## src/rtl/sha_nonce_sequencer_if.sv

```systemverilog
// Core-side stream between sequencer and SHA-256 core:
// valid/newblock/w toward the core, stall and results back.
interface sha_nonce_sequencer_if;
  logic        valid;
  logic        newblock;
  logic [31:0] w;
  logic        stall;
  logic        result_valid;
  logic        result_hit;

  modport master (
    output valid, newblock, w,
    input  stall, result_valid, result_hit
  );

  modport slave (
    input  valid, newblock, w,
    output stall, result_valid, result_hit
  );
endinterface

```

## src/rtl/sha_nonce_sequencer.sv

```systemverilog
// Nonce sweep sequencer: streams one padded 16-word block per
// nonce into the SHA-256 core and matches results to nonces.
// Ports: clk, rst (sync, active-high); job_* dispatcher handshake;
// abort; core (stream + results, master modport); hit_valid/
// hit_nonce; busy; done; err_underflow (sticky).
// Option: SHA_SEQ_STOP_ON_HIT_EN makes a hit in ISSUE act as abort.
module sha_nonce_sequencer #(
  parameter int INFLIGHT_DEPTH = 8
) (
  input  logic        clk,
  input  logic        rst,
  input  logic        job_valid,
  output logic        job_ready,
  input  logic [31:0] job_w0,
  input  logic [31:0] job_w1,
  input  logic [31:0] job_w2,
  input  logic [31:0] job_nonce_start,
  input  logic [31:0] job_nonce_end,
  input  logic        abort,
  sha_nonce_sequencer_if.master core,
  output logic        hit_valid,
  output logic [31:0] hit_nonce,
  output logic        busy,
  output logic        done,
  output logic        err_underflow
);

  localparam int AW = $clog2(INFLIGHT_DEPTH);
  localparam int CW = AW + 1;

  typedef enum logic [1:0] {
    IDLE,
    ISSUE,
    DRAIN
  } state_t;

  state_t      state, st_n;
  logic [3:0]  idx, idx_n;
  logic [31:0] nonce, nonce_n;
  logic [31:0] nend, nend_n;
  logic [31:0] w0, w1, w2;
  logic [31:0] w0_n, w1_n, w2_n;
  logic        abort_pend, abort_n;

  logic [31:0]   mem [INFLIGHT_DEPTH];
  logic [AW-1:0] wp, rp;
  logic [CW-1:0] cnt, cnt_n;

  logic        consume, push, pop;
  logic        hit_stop, valid_n;
  logic [31:0] word_n;

  always_comb begin
    consume = core.valid & ~core.stall;
    push    = consume & (idx == 4'd15);
    pop     = core.result_valid & (cnt != '0);
    cnt_n   = cnt + CW'(push) - CW'(pop);
`ifdef SHA_SEQ_STOP_ON_HIT_EN
    hit_stop = pop & core.result_hit & (state == ISSUE);
`else
    hit_stop = 1'b0;
`endif
    st_n    = state;
    idx_n   = idx;
    nonce_n = nonce;
    nend_n  = nend;
    w0_n    = w0;
    w1_n    = w1;
    w2_n    = w2;
    abort_n = abort_pend;
    unique case (state)
      IDLE: begin
        if (job_valid) begin
          st_n    = ISSUE;
          idx_n   = 4'd0;
          nonce_n = job_nonce_start;
          nend_n  = job_nonce_end;
          w0_n    = job_w0;
          w1_n    = job_w1;
          w2_n    = job_w2;
          abort_n = 1'b0;
        end
      end
      ISSUE: begin
        abort_n = abort_pend | abort | hit_stop;
        if (consume) begin
          if (idx == 4'd15) begin
            idx_n = 4'd0;
            if ((nonce == nend) || abort_n)
              st_n = DRAIN;
            else
              nonce_n = nonce + 32'd1;
          end else begin
            idx_n = idx + 4'd1;
          end
        end else if ((idx == 4'd0) && abort_n) begin
          // word 0 not yet taken: no block is owed
          st_n = DRAIN;
        end
      end
      DRAIN: begin
        if (cnt == '0)
          st_n = IDLE;
      end
      default: st_n = IDLE;
    endcase

    // word 0 waits for a free in-flight slot
    valid_n = (st_n == ISSUE) &
              ((idx_n != 4'd0) |
               (cnt_n < CW'(INFLIGHT_DEPTH)));

    unique case (idx_n)
      4'd0:    word_n = w0_n;
      4'd1:    word_n = w1_n;
      4'd2:    word_n = w2_n;
      4'd3:    word_n = nonce_n;
      4'd4:    word_n = 32'h8000_0000;
      4'd15:   word_n = 32'h0000_0280;
      default: word_n = 32'h0;
    endcase
  end

  always_ff @(posedge clk) begin
    if (push)
      mem[wp] <= nonce;
  end

  always_ff @(posedge clk) begin
    if (rst) begin
      state         <= IDLE;
      idx           <= 4'd0;
      nonce         <= '0;
      nend          <= '0;
      w0            <= '0;
      w1            <= '0;
      w2            <= '0;
      abort_pend    <= 1'b0;
      wp            <= '0;
      rp            <= '0;
      cnt           <= '0;
      core.valid    <= 1'b0;
      core.newblock <= 1'b0;
      core.w        <= '0;
      hit_valid     <= 1'b0;
      hit_nonce     <= '0;
      busy          <= 1'b0;
      done          <= 1'b0;
      job_ready     <= 1'b1;
      err_underflow <= 1'b0;
    end else begin
      state      <= st_n;
      idx        <= idx_n;
      nonce      <= nonce_n;
      nend       <= nend_n;
      w0         <= w0_n;
      w1         <= w1_n;
      w2         <= w2_n;
      abort_pend <= abort_n;
      cnt        <= cnt_n;
      if (push)
        wp <= wp + AW'(1);
      if (pop)
        rp <= rp + AW'(1);
      core.valid    <= valid_n;
      core.newblock <= valid_n & (idx_n == 4'd0);
      core.w        <= (st_n == ISSUE) ? word_n : '0;
      hit_valid     <= pop & core.result_hit;
      if (pop & core.result_hit)
        hit_nonce <= mem[rp];
      busy      <= (st_n != IDLE);
      job_ready <= (st_n == IDLE);
      done      <= (state == DRAIN) & (st_n == IDLE);
      if (core.result_valid & (cnt == '0))
        err_underflow <= 1'b1;
    end
  end

endmodule

```

## src/flat_wrapper.sv

```systemverilog
// flat-port wrapper written by rule: the top's interface ports become plain ports
module sha_nonce_sequencer_flat 
#(
  parameter int INFLIGHT_DEPTH = 8
)
  (clk, rst, job_valid, job_ready, job_w0, job_w1, job_w2, job_nonce_start, job_nonce_end, abort, hit_valid, hit_nonce, busy, done, err_underflow, core_valid, core_newblock, core_w, core_stall, core_result_valid, core_result_hit);
  sha_nonce_sequencer_if core_i ();
  input  logic clk;
  input  logic rst;
  input  logic job_valid;
  output logic job_ready;
  input  logic [31:0] job_w0;
  input  logic [31:0] job_w1;
  input  logic [31:0] job_w2;
  input  logic [31:0] job_nonce_start;
  input  logic [31:0] job_nonce_end;
  input  logic abort;
  output logic hit_valid;
  output logic [31:0] hit_nonce;
  output logic busy;
  output logic done;
  output logic err_underflow;
  output wire logic [$bits(core_i.valid)-1:0] core_valid;
  output wire logic [$bits(core_i.newblock)-1:0] core_newblock;
  output wire logic [$bits(core_i.w)-1:0] core_w;
  input wire logic [$bits(core_i.stall)-1:0] core_stall;
  input wire logic [$bits(core_i.result_valid)-1:0] core_result_valid;
  input wire logic [$bits(core_i.result_hit)-1:0] core_result_hit;
  assign core_valid = core_i.valid;
  assign core_newblock = core_i.newblock;
  assign core_w = core_i.w;
  assign core_i.stall = core_stall;
  assign core_i.result_valid = core_result_valid;
  assign core_i.result_hit = core_result_hit;
  sha_nonce_sequencer #(.INFLIGHT_DEPTH(INFLIGHT_DEPTH)) u_core (.clk(clk), .rst(rst), .job_valid(job_valid), .job_ready(job_ready), .job_w0(job_w0), .job_w1(job_w1), .job_w2(job_w2), .job_nonce_start(job_nonce_start), .job_nonce_end(job_nonce_end), .abort(abort), .core(core_i), .hit_valid(hit_valid), .hit_nonce(hit_nonce), .busy(busy), .done(done), .err_underflow(err_underflow));
endmodule
```

## config.mk

```make
export PLATFORM = sky130hd
export DESIGN_NAME = sha_nonce_sequencer_flat
export DESIGN_NICKNAME = d
export VERILOG_FILES = /design/src/rtl/sha_nonce_sequencer_if.sv /design/src/rtl/sha_nonce_sequencer.sv /design/src/flat_wrapper.sv
export SDC_FILE = /design/constraint.sdc
export NUM_CORES = 1
export LEC_CHECK = 0
export ABC_CLOCK_PERIOD_IN_PS = 6700
export CORE_MARGIN = 1.5
export CORE_UTILIZATION = 51
export DETAILED_ROUTE_END_ITERATION = 7
export PLACE_DENSITY = 0.74
export SLEW_MARGIN = 10
export SYNTH_ARGS = -nofsm -noshare
export SYNTH_HDL_FRONTEND = slang
export SYNTH_SLANG_ARGS = --single-unit
export TNS_END_PERCENT = 100
```

## constraint.sdc

```tcl
create_clock -name clk -period 6.7 [get_ports clk]
set_clock_uncertainty 0.2 [all_clocks]
set_input_delay 1.34 -clock clk [delete_from_list [all_inputs] [get_ports clk]]
set_output_delay 1.34 -clock clk [all_outputs]
set_load 0.02 [all_outputs]
```

==> results of run 1 <==
final timing paths:
kind / endpoint / slack [ns] / cells after the start
min: u_core.w1[5] / 0.26 / 2
max: u_core.core.w[9] / 2.03 / 8
min reg2reg: u_core.w1[5] / 0.26 / 2
max reg2reg: u_core.core.w[11] / 2.50 / 10
critical path, delay by kind of cell:
kind                   cells  cell delay (ns)
buffers and inverters      3             2.28
AND/OR/NAND/NOR            2             0.35
AO/OA/AOI/OAI              2             0.47
multiplexers               1             0.31
area by class of cell:
| cell class | instances | area (um2) | area share (%) |
|---|---|---|---|
| Clock buffer | 64 | 1360 | 5.41 |
| Clock inverter | 27 | 284 | 1.13 |
| Multi-Input combinational cell | 1110 | 7450 | 29.7 |
| Sequential cell | 504 | 12700 | 50.5 |
| Tap cell | 525 | 657 | 2.62 |
| Timing Repair Buffer | 264 | 2580 | 10.3 |
| Inverter | 21 | 78.8 | 0.315 |
sequential cells by signal (all words and copies together), names as in the netlist:
name	flops
u_core.done	1
u_core.rp	3
u_core.core.valid	1
u_core.nend	32
u_core.hit_valid	1
u_core.core.w	32
u_core.idx	4
u_core.err_underflow	1
u_core.wp	3
u_core.abort_pend	1
u_core.hit_nonce	32
u_core.core.newblock	1
u_core.busy	1
u_core.mem	256
u_core.state	2
u_core.w0	32
u_core.cnt	4
u_core.job_ready	1
u_core.w1	32
u_core.nonce	32
u_core.w2	32
stage by stage:
stage | power [W] | utilization [%] | hold WS (ns) | cell area (um2)
6_report | 0.00825 | 62.9 | 0.257 | 25100
5_1_grt | 0.00857 | 62.9 | 0.275 | 25100
4_1_cts | 0.00829 | 62.9 | 0.255 | 25100
3_5_place_dp | 0.00551 | 58.8 | 0.247 | 23400
3_3_place_gp | 0.00548 | 58.8 | 0.242 | 23400
2_1_floorplan | 0.00488 | - | 0.232 | 20600
layer usage:
metal | wire length (um) | vias to the layer above | part of all wire [%]
met4 | 2430 | 0 | 4.3
met2 | 26600 | 751 | 47
met5 | 0 | - | 0
met3 | 4590 | 146 | 8.1
li1 | - | 6842 | -
met1 | 23200 | 7279 | 41
report_power, final:
part,total [W],switching (W),internal [W]
logic,0.00164,0.000844,0.000795
registers,0.00382,0.000336,0.00349
clock network,0.00279,0.00116,0.00162
synth_stat cells (all sizes together), types with 4 or more instances:
cell	count
o22a	4
nor2b	6
a221oi	5
nand3	61
nor3b	11
nor3	39
a2111oi	4
dfxtp	248
o22ai	6
and2	4
and3	14
nand2	283
nand2b	7
inv	20
xor2	35
o31ai	5
o211ai	4
nor4	19
nor2	136
a31oi	16
a211oi	40
a311oi	11
mux2i	74
o21ai	33
or3	4
and4	6
clkbuf	92
a21oi	139
edfxtp	256
ha	10
mux4	64
nand4	9
a22oi	5
buf	35
a32oi	6
o21bai	5
logic make-up (layout without fill, tap and decap cells):
logic type / after synthesis / in the layout / share of synthesized area [%]
xor gates and xnor gates: 38 / 38 / 1.61
muxes: 141 / 141 / 10.8
and+or+nand+nor: 611 / 611 / 13.2
AOI/OAI and AO/OA: 309 / 309 / 9.49
buffers and inverters: 148 / 376 / 2.82
DFF: 504 / 504 / 61.4
adders and majority gates: 11 / 11 / 0.704
==> run summary, run 1 <==
Worst-path clk slew -> 0.06 ns
Worst path cell trace -> clkdlybuf4s50_1 > nor3b_4 > buf_4 > buf_4 > mux2i_1 > nor3_1 > a211oi_1 > a21oi_1
Placed Cells -> 2424
Post-synth EDFFs -> 256
Starting Density -> 51.8%
RR Startpoint -> u_core.state[0]
CP endpoint kind -> register
RSZ-0062 raised after global routing -> false
Post-DRT Antenna Nets -> 0
Number of global-route vias before repair -> 14600
H-tree depth -> 2
Row count -> 73
Final cell count without fillers -> 2515
Most common cell after layout, fill and taps aside -> nand2_1
Most frequent cells in the layout -> nand2_1 (283), edfxtp_1 (256), dfxtp_1 (245)
DR vias/cell -> 5.97
Die Ht -> 204 um
Setup violators final -> 0
Min-delay worst type -> reg2reg
Syn_area_per_cell -> 11.7 um2
Drc violations -> 0
Postcts setup bufs -> 0
Total number of vias -> 15000
Max-Cap Viols -> 0
Seq cells post-synth -> 504
Share of cells above drive strength 1 -> 9.60%
Status -> completed
Maximum vdd drop -> 263 uV
Fin crit period -> 4.67 ns
Max clock buf depth -> 3
DR iter-0 viols -> 1360
Gp weighted congestion -> 0.900
Slowest-stage cell, CP -> buf_4
Area grow syn2layout -> 21.6%
Worst EP required -> 6.92 ns
Fillers -> 3082
# nets final -> 2128
Pre-CTS setup slack -> 1.54 ns
GR Overflow Total -> 0
CTS-repair resized insts -> 0
Worst setup SP type -> input port
CTS root buf -> clkbuf_16
Final Hold Vio Count -> 0
Dominant cell type by area after synthesis -> edfxtp_1
I/O pins -> 238
FMAX -> 0.214 GHz
DR pass1 iterations -> 6
Async set or reset register ratio after synthesis -> 0%
Layer with the highest usage -> met2
Final worst-path cycle share -> 69.7%
CTS Buf Count -> 49
Fin. max-slew vios -> 0
Met1 Track Usage GR -> 37.5%
DP HPWL -> 37200 um
Slew headroom -> 23.2%
Static Leak -> 8.74 nW
First-pass GRT wire length -> 86200 um
Crit-path max FO -> 94
Core ar. -> 0.0398 mm2
GRT met2 Usage -> 43.6%
Largest net degree at the start of global routing -> 110
# diodes -> 0
Worst Hold Launch -> u_core.w1[5]
Synth Warn # -> 0
CTS tree -> yes
Final WS setup -> 2.03 ns
Sequential area share after synthesis -> 61.4%
Setup_tns -> 0 ns
Syn Inst Count -> 1762
Drt wl/cell -> 22.6 um
Die W -> 204 um
Area contributors post-synth -> edfxtp_1 (37%), dfxtp_1 (24%), mux4_2 (7.0%), nand2_1 (5.2%), mux2i_1 (3.6%)
CP Class -> in2reg
Port Buf Inserts -> 237
Dominant synthesized flop cell -> edfxtp_1
Power Dens Cells -> 329 mW/mm2
GRT met3 Usage -> 4.02%
CP arrival -> 4.89 ns
WL final -> 56900 um
Skew-Pair Late Insertion Delay -> 0.60 ns
Largest stage delay, worst path -> 0.87 ns
Area share of the largest cell type after synthesis -> 37.3%
Origin of the worst setup path -> job_valid
Library cells used by synthesis -> 72
Measured slew at the worst slew-check pin -> 1.15 ns
Die area -> 0.0416 mm2
Initial antenna violation count -> 0
Hold Buf Count CTS -> 0
CP most frequent cell -> buf_4
Syn_nets -> 1940
GRT Util Overall -> 27.4%
Syn Std Cell Area -> 0.0206 mm2
Sink Count -> 504
Power figures use the tool's default switching activity.
==> inputs of run 2 (changes only) <==
--- a/config.mk
+++ b/config.mk
@@ -5,7 +5,7 @@
 export SDC_FILE = /design/constraint.sdc
 export NUM_CORES = 1
 export LEC_CHECK = 0
-export ABC_CLOCK_PERIOD_IN_PS = 6700
+export ABC_CLOCK_PERIOD_IN_PS = 4800
 export CORE_MARGIN = 1.5
 export CORE_UTILIZATION = 51
 export DETAILED_ROUTE_END_ITERATION = 7
==> constraint.sdc (replaced) <==
create_clock -name clk -period 4.8 [get_ports clk]
set_clock_uncertainty 0.2 [all_clocks]
set_input_delay 0.96 -clock clk [delete_from_list [all_inputs] [get_ports clk]]
set_output_delay 0.96 -clock clk [all_outputs]
set_load 0.02 [all_outputs]
==> run summary, run 2 (synthesis gave the netlist of run 1 again) <==
Status -> completed
Internal power -> 0.00841 W
Worst R2R Setup Slack -> 1.09 ns
Final Instance Area -> 0.0253 mm2
DP HPWL -> 38200 um
Worst EP required -> 5.11 ns
Slew headroom -> 18.9%
Min-delay worst type -> reg2reg
RR Startpoint -> u_core.idx[0]
First-pass GRT wire length -> 87200 um
R2R depth -> 8
Worst-path clk slew -> 0.06 ns
I/O pins -> 238
CP Class -> in2reg
Seq pwr share -> 45.7%
CTS-repair resized insts -> 0
Max clock buf depth -> 3
# nets final -> 2143
CTS Buf Count -> 49
DR pass1 iterations -> 6
Sw power -> 0.00335 W
Area after DPL -> 0.0236 mm2
Largest register FFs -> 256
H-tree depth -> 2
Hold Buf Count CTS -> 0
Endpoint with the worst hold slack -> u_core.w0[21]
CP arrival -> 4.27 ns
Die W -> 204 um
Gp weighted congestion -> 0.883
CTS tree -> yes
Die area -> 0.0416 mm2
GR Overflow Total -> 0
Final worst-path cycle share -> 82.5%
Fin. max-slew vios -> 0
Most common cell after layout, fill and taps aside -> nand2_1
Number of global-route vias before repair -> 14700
GRT Util Overall -> 28.0%
DR iter-0 viols -> 1413
Fillers -> 3069
Postcts setup bufs -> 0
Static Leak -> 8.88 nW
Core ar. -> 0.0398 mm2
WL final -> 58000 um
Starting Density -> 51.8%
Power Dens Cells -> 464 mW/mm2
Worst setup SP type -> input port
Row count -> 73
CP endpoint kind -> register
Total number of vias -> 14900
Drt wl/cell -> 22.9 um
Most frequent cells in the layout -> nand2_1 (283), edfxtp_1 (256), dfxtp_1 (245)
Maximum vdd drop -> 253 uV
Multi-input gate area -> 0.00746 mm2
Measured slew at the worst slew-check pin -> 1.22 ns
Max-Cap Viols -> 0
Largest net degree at the start of global routing -> 167
Clock share of power -> 34.8%
Share of cells above drive strength 1 -> 10.9%
Crit-path max FO -> 16
Post-DRT Antenna Nets -> 0
FMAX -> 0.252 GHz
Combinational fraction of design power -> 19.5%
R2r endpoint -> u_core.core.w[5]
Final Hold Vio Count -> 0
Drc violations -> 0
DR vias/cell -> 5.90
Setup_tns -> 0 ns
CTS root buf -> clkbuf_16
Skew-Pair Late Insertion Delay -> 0.61 ns
Worst Hold Launch -> u_core.w0[21]
Setup violators final -> 0
RSZ-0062 raised after global routing -> false
Sw frac -> 28.5%
Fin crit period -> 3.96 ns
Hold_ws -> 0.255 ns
Area grow syn2layout -> 22.9%
Initial antenna violation count -> 1
Register area -> 0.0127 mm2
Total power -> 0.0118 W
Hold Crit Depth -> 2
Sink Count -> 504
Port Buf Inserts -> 237
Die Ht -> 204 um
Most flop-heavy register -> u_core.mem
[run 2: routing by layer]
layer / GRT usage [%] / wire length, um / vias to the layer above
met4: 10.1 / 1890 / 0
met2: 46.2 / 28000 / 661
met3: 4.77 / 4400 / 112
met1: 37.3 / 23700 / 7288
li1: - / - / 6877
met5: 0 / 0 / -
[run 2: layout make-up]
class / instances / area share, %
clock inverter: 26 / 1.47
antenna: 1 / 0.00988
tap: 525 / 2.59
timing repair buffer: 279 / 10.8
inverter: 21 / 0.311
clock buffer: 65 / 5.41
sequential: 504 / 50.0
multi-input combinational: 1110 / 29.5
[run 2: stage by stage]
stage                     setup slack [ns]  cells  utilization, %
after floorplan                     0.0751   1762               -
after global placement               0.427   2439            59.2
after detailed placement             0.313   2439            59.2
after CTS                            0.880   2530            63.6
after global routing                 0.705   2530            63.6
final                                0.838   2531            63.6
[run 2: worst max-delay path by stage]
stage	slack [ns]	from	cells after the start	endpoint
after global placement	0.43	job_valid	8	u_core.core.w[5]
final	0.84	job_valid	8	u_core.core.w[5]
after detailed placement	0.31	job_valid	8	u_core.core.w[5]
after CTS	0.88	job_valid	8	u_core.core.w[5]
after floorplan	0.08	core_stall	6	u_core.mem[3][0]
after global routing	0.71	job_valid	8	u_core.core.w[5]
[run 2: critical path, cell delays in order]
cell and delay (ns):
clkdlybuf4s50_1 0.78, o21bai_1 0.14, a32o_1 0.23, a41oi_2 0.38, or3b_1 0.67, nor2_2 0.70
a32oi_1 0.20, a21oi_1 0.19
[run 2: power by group through the flow]
stage	logic [W]	clock network, W	registers [W]
final	0.00230	0.00409	0.00537
after global routing	0.00249	0.00430	0.00542
after CTS	0.00230	0.00413	0.00537
after detailed placement	0.00228	0	0.00546
after global placement	0.00224	0	0.00545
after floorplan	0.00156	0	0.00524
